**config.mk**
```make
export PLATFORM = sky130hd
export DESIGN_NAME = ddc_rd_ctrl
export DESIGN_NICKNAME = d
export VERILOG_FILES = /design/src/rtl/ddc_rd_ctrl.sv
export SDC_FILE = /design/constraint.sdc
export NUM_CORES = 1
export LEC_CHECK = 0
export CAP_MARGIN = 0
export CORE_UTILIZATION = 55
export DETAILED_ROUTE_END_ITERATION = 10
export PLACE_DENSITY = 0.77
export RECOVER_POWER = 100
export SYNTH_ARGS = -nofsm -noshare
export SYNTH_HDL_FRONTEND = slang
export SYNTH_SLANG_ARGS = --single-unit
```
**constraint.sdc**
```tcl
create_clock -name lbs_clk -period 8.2 [get_ports lbs_clk]
set_input_delay 0.82 -clock lbs_clk [delete_from_list [all_inputs] [get_ports lbs_clk]]
set_output_delay 0.82 -clock lbs_clk [all_outputs]
set_load 0.02 [all_outputs]
```
**src/rtl/ddc_rd_ctrl.sv**
```systemverilog
// Read-side controller for the DDC result ring: fetches whole frames behind the write pointer
// and streams them as AXI-Stream with tlast, resynchronising when the writer laps the reader.
module ddc_rd_ctrl #(
    parameter int unsigned RING_DEPTH = 11521,
    parameter int unsigned FRAME_LEN  = 256,
    parameter int unsigned RD_LAT     = 2,
    parameter int unsigned GUARD      = 64
) (
    input  logic        lbs_clk,
    input  logic        rst,
    input  logic        enable,
    input  logic [13:0] ddc_conv_waddr,
    output logic [13:0] lbs_addr,
    input  logic [31:0] ddc_conv_data,
    output logic        m_axis_tvalid,
    input  logic        m_axis_tready,
    output logic [31:0] m_axis_tdata,
    output logic        m_axis_tlast,
    output logic        overrun,
    output logic [15:0] frame_cnt
);

    localparam logic [14:0] Depth15  = 15'(RING_DEPTH);
    localparam logic [14:0] Limit15  = 15'(RING_DEPTH - GUARD);
    localparam logic [14:0] Frame15  = 15'(FRAME_LEN);
    localparam logic [12:0] LastIdx  = 13'(FRAME_LEN - 1);
    localparam logic [13:0] PtrMax   = 14'(RING_DEPTH - 1);

    typedef enum logic [1:0] {StIdle, StWait, StBurst, StDrain} state_e;

    state_e              state_q, state_d;
    logic [13:0]         rd_ptr_q, rd_ptr_d;
    logic [13:0]         lbs_addr_q, lbs_addr_d;
    logic [14:0]         avail_q, avail_d;
    logic [12:0]         issue_cnt_q, issue_cnt_d;
    logic                overrun_q;
    logic [15:0]         frame_cnt_q;
    logic [RD_LAT-1:0]   pipe_vld_q, pipe_last_q;
    logic [31:0]         fifo_data_q [4];
    logic [3:0]          fifo_last_q;
    logic [1:0]          wr_idx_q, rd_idx_q;
    logic [2:0]          buf_cnt_q;

    logic [3:0] inflight;
    logic       can_issue, issue, issue_last, resync, push, pop, tlast_hs;

    always_comb begin
        inflight = '0;
        for (int i = 0; i < int'(RD_LAT); i++) begin
            inflight = inflight + 4'(pipe_vld_q[i]);
        end
    end

    // Credit: words buffered plus reads in flight never exceed the FIFO depth.
    assign can_issue = (({1'b0, buf_cnt_q} + inflight) < 4'd4);
    assign push      = pipe_vld_q[RD_LAT-1];
    assign pop       = m_axis_tvalid & m_axis_tready;
    assign tlast_hs  = pop & m_axis_tlast;

    always_comb begin
        state_d     = state_q;
        rd_ptr_d    = rd_ptr_q;
        lbs_addr_d  = lbs_addr_q;
        issue_cnt_d = issue_cnt_q;
        issue       = 1'b0;
        issue_last  = 1'b0;
        resync      = 1'b0;
        case (state_q)
            StIdle: begin
                if (enable) begin
                    state_d  = StWait;
                    rd_ptr_d = ddc_conv_waddr;
                end
            end
            StWait: begin
                if (!enable) begin
                    state_d = StIdle;
                end else if (avail_q > Limit15) begin
                    rd_ptr_d = ddc_conv_waddr;
                    resync   = 1'b1;
                end else if (avail_q >= Frame15) begin
                    state_d     = StBurst;
                    issue_cnt_d = '0;
                end
            end
            StBurst: begin
                if (can_issue) begin
                    issue       = 1'b1;
                    lbs_addr_d  = rd_ptr_q;
                    rd_ptr_d    = (rd_ptr_q == PtrMax) ? 14'd0 : rd_ptr_q + 14'd1;
                    issue_cnt_d = issue_cnt_q + 13'd1;
                    if (issue_cnt_q == LastIdx) begin
                        issue_last = 1'b1;
                        state_d    = StDrain;
                    end
                end
            end
            StDrain: begin
                if (tlast_hs) begin
                    state_d = enable ? StWait : StIdle;
                end
            end
            default: state_d = StIdle;
        endcase
    end

    // Built from the next read pointer so a resync never sees a stale fill level.
    always_comb begin
        if (ddc_conv_waddr >= rd_ptr_d) begin
            avail_d = {1'b0, ddc_conv_waddr} - {1'b0, rd_ptr_d};
        end else begin
            avail_d = {1'b0, ddc_conv_waddr} + Depth15 - {1'b0, rd_ptr_d};
        end
    end

    always_ff @(posedge lbs_clk or posedge rst) begin
        if (rst) begin
            state_q     <= StIdle;
            rd_ptr_q    <= '0;
            lbs_addr_q  <= '0;
            avail_q     <= '0;
            issue_cnt_q <= '0;
            overrun_q   <= 1'b0;
            frame_cnt_q <= '0;
            pipe_vld_q  <= '0;
            pipe_last_q <= '0;
        end else begin
            state_q        <= state_d;
            rd_ptr_q       <= rd_ptr_d;
            lbs_addr_q     <= lbs_addr_d;
            avail_q        <= avail_d;
            issue_cnt_q    <= issue_cnt_d;
            overrun_q      <= resync;
            pipe_vld_q[0]  <= issue;
            pipe_last_q[0] <= issue_last;
            for (int i = 1; i < int'(RD_LAT); i++) begin
                pipe_vld_q[i]  <= pipe_vld_q[i-1];
                pipe_last_q[i] <= pipe_last_q[i-1];
            end
            if (tlast_hs) begin
                frame_cnt_q <= frame_cnt_q + 16'd1;
            end
        end
    end

    always_ff @(posedge lbs_clk or posedge rst) begin
        if (rst) begin
            for (int i = 0; i < 4; i++) begin
                fifo_data_q[i] <= '0;
            end
            fifo_last_q <= '0;
            wr_idx_q    <= '0;
            rd_idx_q    <= '0;
            buf_cnt_q   <= '0;
        end else begin
            if (push) begin
                fifo_data_q[wr_idx_q] <= ddc_conv_data;
                fifo_last_q[wr_idx_q] <= pipe_last_q[RD_LAT-1];
                wr_idx_q              <= wr_idx_q + 2'd1;
            end
            if (pop) begin
                rd_idx_q <= rd_idx_q + 2'd1;
            end
            case ({push, pop})
                2'b10:   buf_cnt_q <= buf_cnt_q + 3'd1;
                2'b01:   buf_cnt_q <= buf_cnt_q - 3'd1;
                default: buf_cnt_q <= buf_cnt_q;
            endcase
        end
    end

    assign lbs_addr      = lbs_addr_q;
    assign m_axis_tvalid = (buf_cnt_q != 3'd0);
    assign m_axis_tdata  = fifo_data_q[rd_idx_q];
    assign m_axis_tlast  = m_axis_tvalid & fifo_last_q[rd_idx_q];
    assign overrun       = overrun_q;
    assign frame_cnt     = frame_cnt_q;

endmodule

```
[Word-level counts from Yosys, hierarchy flattened]
Cells that the tools add are included.
Storage, ports and cells
  register bits: 218
  input port bits: 50
  output and inout port bits: 65
Cells by class
  add/sub/neg operators: 12
  $lt $le $gt $ge: 10
  eq/ne operators: 16
  multiplexer cells: 41
  bitwise logic cells: 5
  reduce and logical (&&, ||, !) cells: 9
Operator list (count)
  128-bit bitwise mux: 1
  32-bit two-way mux: 3
  14-bit two-way mux: 5
  32-bit binary-select mux with 2-bit select: 1
  32-bit demux with 2-bit select: 1
  13-bit two-way mux: 4
  14-bit case mux with 3 select lines: 1
  13-bit case mux with 2 select lines: 1
  16-bit by 1-bit adder with 16-bit output, second input constant: 1
  14-bit by 14-bit adder with 15-bit output, second input constant: 1
  15-bit by 9-bit >= comparator with 1-bit output, second input constant: 1
  15-bit by 14-bit > comparator with 1-bit output, second input constant: 1
  15-bit two-way mux: 1
  14-bit by 14-bit subtractor with 15-bit output: 1
  15-bit by 14-bit subtractor with 15-bit output: 1
  14-bit by 1-bit adder with 14-bit output, second input constant: 1
  14-bit == test, second input constant: 1
  14-bit >= comparator: 1
  2-bit two-way mux: 7
  2-bit != test, second input constant: 7
  13-bit by 1-bit adder with 13-bit output, second input constant: 1
  13-bit by 8-bit == test with 1-bit output, second input constant: 1
  1-bit two-way mux: 11
  2-bit case mux with 4 select lines: 1
  26 further kinds: 38

[Logic depth before layout (Yosys ltp)]
  depth after elaboration: 7
  depth in mapped cells: 17

[Worst setup path before layout]
Ideal clock, no wire load.
  path type: register -> register
  from: reg rd_ptr_q[5]
  to: reg avail_q[13]
  setup time: 140 ps
  data arrival time: 3967 ps
  required time: 8060 ps
  slack: 4092 ps
  cell stages (with the launch flop): 15
  cells stage by stage: dfrtp_1 -> buf_6 -> or4_4 -> nor4_4 -> o21ai_0 -> a31o_1 -> o311ai_1 -> ha_1 -> fa_1 -> and3_1 -> a221oi_1 -> o31ai_1 -> a31oi_1 -> xor2_1 -> o22ai_1
Between the ends
  word-level cells in the longest chain between the ends: 6
  elaborated cells on any way between the ends: 12
Ends and longest elaborated chain
  start, declared: RTL line 32  | logic [13:0] rd_ptr_q, rd_ptr_d;
  start signal, assigned: RTL line 129  | rd_ptr_q <= rd_ptr_d;
  14-bit by 1-bit adder with 14-bit output or 14-bit == test (tied branches): RTL line 90  | rd_ptr_d = (rd_ptr_q == PtrMax) ? 14'd0 : rd_ptr_q + 14'd1;
  14-bit two-way mux: RTL line 90
  14-bit two-way mux: RTL line 87  | if (can_issue) begin
  14-bit case mux with 3 select lines *: RTL line 68  | case (state_q)
  15-bit by 14-bit subtractor with 15-bit output, or another cell as far along: RTL line 112  | avail_d = {1'b0, ddc_conv_waddr} + Depth15 - {1'b0, rd_ptr_d};
  15-bit two-way mux *: RTL line 109  | if (ddc_conv_waddr >= rd_ptr_d) begin
  net avail_d[13]: RTL line 34  | logic [14:0] avail_q, avail_d;
  end signal, assigned: RTL line 131  | avail_q <= avail_d;
  end, declared: RTL line 34
Mark *: on every way through the listed nets, which the timed path passes. The rest lies on a longest branch.
A chain may end at the register's enable or synchronous reset.

[Final worst setup path]
  from: reg rd_ptr_q[3]
  to: reg avail_q[13]
Same word-level chain as after synthesis.

==> impl_metrics.py <==
metrics = {
    "synth": {
        "synth_area_um2": 11700,
        "syn_avg_cell_area_um2": 11.7,
        "yosys.cell_types.count": 77,
        "yosys_register_bits": 217,
        "netlist_instances": 1003,
        "synth_edf_count": 0,
        "ys_warn_count": 0,
        "synthArstFlopShare": 1.00,
        "syn_nets": 1106,
        "ys_seq_area_frac": 0.464,
        "synthFlopType": "dfrtp_1",
    },
    "power_and_ir_drop": {
        "powerDensity_nw_per_um2": 444,
        "p_comb_frac": 0.502,
        "p_leak_nw": 6.03,
        "seqPwrFrac": 0.317,
        "p_sw_mw": 2.40,
        "peakVddDrop_v": 0.000356,
        "pwr-share-clk": 0.181,
        "power.internal_mw": 3.74,
        "swShare": 0.391,
    },
    "job": {
        "cap_violations": 8,
    },
    "final_layout": {
        "fin_nets": 1206,
        "fill_cells": 1648,
        "instances_no_fill": 1396,
        "syn2layout_area_growth_pct": 18.1,
        "finish.utilization": 0.660,
        "antennaDiodeCount": 0,
        "drive_above_1_share": 0.197,
    },
    "clock_tree": {
        "cts_hold_buf": 0,
        "cts_post_setup_buffers_inserted": 0,
        "cts.root.buffer_cell": "clkbuf_16",
        "clk_latency_ns": 0.52,
        "cts-htree-levels": 1,
        "clk_path_buf_depth": 3,
        "ctsResizeCount": 0,
        "numCtsBuffers": 24,
        "cts.reportedPaths.clkPinSlew_ns": 0.07,
        "cts_tree": "yes",
        "cts.sinks": 217,
    },
    "global_route": {
        "grt_busiest_layer": "met2",
        "grt.total_usage": 0.253,
        "gr-usage-met2": 0.426,
        "use_met3": 0.0340,
        "gr-usage-met1": 0.345,
        "antenna_found_initial": 0,
        "grt_max_degree": 149,
        "grt_pass1_vias": 8580,
        "grt_pass1_wl_mm": 44.2,
        "grt_overflow_total": 0,
    },
    "critical_path": {
        "rr_startpoint": "rd_ptr_q[3]$_DFF_PP0_",
        "crit_path_start_kind": "register",
        "path_max_fanout": 11,
        "crit_end": "avail_q[13]$_DFF_PP0_",
        "end_kind": "register",
        "slowest_stage": "nor4_1",
        "worst_r2r_path_depth": 14,
        "rr_endpoint": "avail_q[13]$_DFF_PP0_",
        "arrival_ns": 6.69,
        "required_ns": 8.58,
        "startpoint": "rd_ptr_q[3]$_DFF_PP0_",
        "r2r_setup_slack_ns": 1.88,
        "critPathKind": "reg -> reg",
        "critical_path.max_stage_delay_ns": 1.24,
        "crit_chain": "or4_2 > nor4_1 > a21oi_1 > a31oi_1 > o311ai_0 > o211ai_1 > ha_1 > ha_1 > or3_1 > a221oi_1 > o31ai_1 > a31oi_1 > xor2_1 > o22ai_1",
    },
    "placed_design": {
        "gp_congestion": 0.913,
        "io_buffer_count": 114,
        "pre_cts_ws_ns": 2.72,
        "placedCellCount": 1352,
        "dpl.hpwl_mm": 18.0,
    },
    "status": {
        "violations": "capacitance limit, slew limit",
        "outcome": "finished, violations left",
    },
    "sta": {
        "fmax_ghz": 0.158,
        "worst_slack_ns": 1.88,
        "slew_headroom": -1.52,
        "worstMarginPinSlew_ns": 3.77,
        "fin_crit_sh": 0.770,
        "period_needed_ns": 6.32,
        "rsz0062_at_grt": "no",
        "drv_slew": 257,
        "finalHoldViolations": 0,
        "fin_skew_ns": 0.0145,
        "setup-violations-final": 0,
        "finalSetupTns_ns": 0,
    },
    "detailed_routing": {
        "drt_iter0_drc": 526,
        "drt-pass1-iter-count": 7,
        "routedWlPerCell_um": 19.3,
        "drtAntennaViolNets": 0,
        "drc_errors": 0,
        "avgViaCountPerCell": 6.03,
        "wl_mm": 27.0,
        "num_vias": 8413,
    },
    "floorplanning": {
        "num_io_pins": 115,
        "core_area_um2": 21000,
        "row_count": 53,
        "die_h_um": 148,
        "die-area_um2": 21900,
        "start_util": 0.559,
        "die_w_um": 148,
    },
    "hold_path": {
        "hold_path.class": "reg -> reg",
        "hold_depth": 0,
    },
}
-- synthesized netlist by cell type, types with 18 or more instances --
library cell  instances  share of area
a21oi_1              34          0.015
xnor2_1              27          0.020
dfrtp_1             217           0.46
inv_1                35          0.011
ha_1                 42          0.045
nand3_1              27          0.012
clkbuf_1             20         0.0064
buf_1                18         0.0058
nor2_1               43          0.014
o21ai_0              35          0.015
mux4_2               33          0.063
nand2_1             101          0.032
mux2_2              136           0.13
-- critical path, delay by kind of cell (launching register included) --
| family | cells | cell delay, ns |
|---|---|---|
| xor+xnor | 1 | 0.16 |
| flops | 1 | 0.52 |
| compound gates | 8 | 2.47 |
| simple gates | 3 | 2.33 |
| fa+ha+maj | 2 | 0.70 |
-- stage by stage --
step                power, mW  hold slack (ns)  area (um^2)
floorplan                4.16            0.331        11700
global placement         4.99            0.369        13000
detailed placement       5.09            0.377        13000
CTS                      6.25            0.403        13900
global route             6.55            0.413        13800
finish                   6.14            0.406        13800
-- flip-flops by register name (all words and copies together) (netlist names), named ones only --
signal and count:
fifo_data_q 128, frame_cnt 16, avail_q 14, lbs_addr 14
rd_ptr_q 14, issue_cnt_q 13, fifo_last_q 4, buf_cnt_q 3
pipe_last_q 2, pipe_vld_q 2, rd_idx_q 2, wr_idx_q 2
overrun 1, state_q 1
-- placed cells by master (no fill, tap or decap), types with 12 or more instances in the layout --
cell type / Yosys / routed
ha_1: 42 / 42
mux4_2: 33 / 33
clkdlybuf4s50_1: 0 / 47
nand2_1: 101 / 101
dlygate4sd3_1: 0 / 67
xor2_1: 17 / 17
a31oi_1: 15 / 15
dfrtp_1: 217 / 216
nor2_1: 43 / 43
mux2_2: 136 / 133
inv_1: 35 / 34
clkbuf_16: 0 / 24
o21a_1: 12 / 12
xnor2_1: 27 / 27
o21ai_0: 35 / 36
nand3_1: 27 / 27
a21oi_1: 34 / 35
-- kinds of logic (layout without fill, tap and decap cells) --
kind of cell             after synthesis  in the layout  synth area share
buffers and inverters                 83            201            0.0303
adder cells (fa/ha/maj)               53             53            0.0637
AND/OR/NAND/NOR                      245            245             0.100
XOR/XNOR                              44             44            0.0329
flip-flops                           217            217             0.464
multiplexers                         177            177             0.201
AO/OA/AOI/OAI                        184            184             0.108
-- worst min-delay path by stage --
stage / endpoint / from
final: pipe_vld_q[1]$_DFF_PP0_ / pipe_vld_q[0]$_DFF_PP0_
after global routing: pipe_last_q[1]$_DFF_PP0_ / pipe_last_q[0]$_DFF_PP0_
after CTS: pipe_last_q[1]$_DFF_PP0_ / pipe_last_q[0]$_DFF_PP0_
after detailed placement: pipe_last_q[1]$_DFF_PP0_ / pipe_last_q[0]$_DFF_PP0_
after global placement: pipe_last_q[1]$_DFF_PP0_ / pipe_last_q[0]$_DFF_PP0_
after floorplan: pipe_last_q[1]$_DFF_PP0_ / pipe_last_q[0]$_DFF_PP0_
-- power groups by stage --
stage	logic, mW	registers [mW]	clock network, mW
global placement	3.06	1.92	0
floorplan	2.40	1.75	0
finish	3.08	1.95	1.11
global route	3.37	2.01	1.18
CTS	3.16	1.95	1.14
detailed placement	3.14	1.95	0
-- area by class of cell --
| cell class | instances | area [um^2] | area share |
|---|---|---|---|
| inverters | 35 | 139 | 0.0100 |
| clock buffers | 37 | 729 | 0.0527 |
| clock inverters | 7 | 104 | 0.00751 |
| multi-input cells | 703 | 5900 | 0.427 |
| flip-flops and latches | 217 | 5430 | 0.393 |
| well taps | 275 | 344 | 0.0249 |
| repair buffers | 122 | 1180 | 0.0852 |
-- per-layer routing --
metal  vias up  part of all wire
met5         -                 0
met4         0             0.025
met3        60             0.055
met2       282              0.49
met1      4202              0.43
li1       3869                 -
No activity file was read; power rests on OpenSTA's default activity.
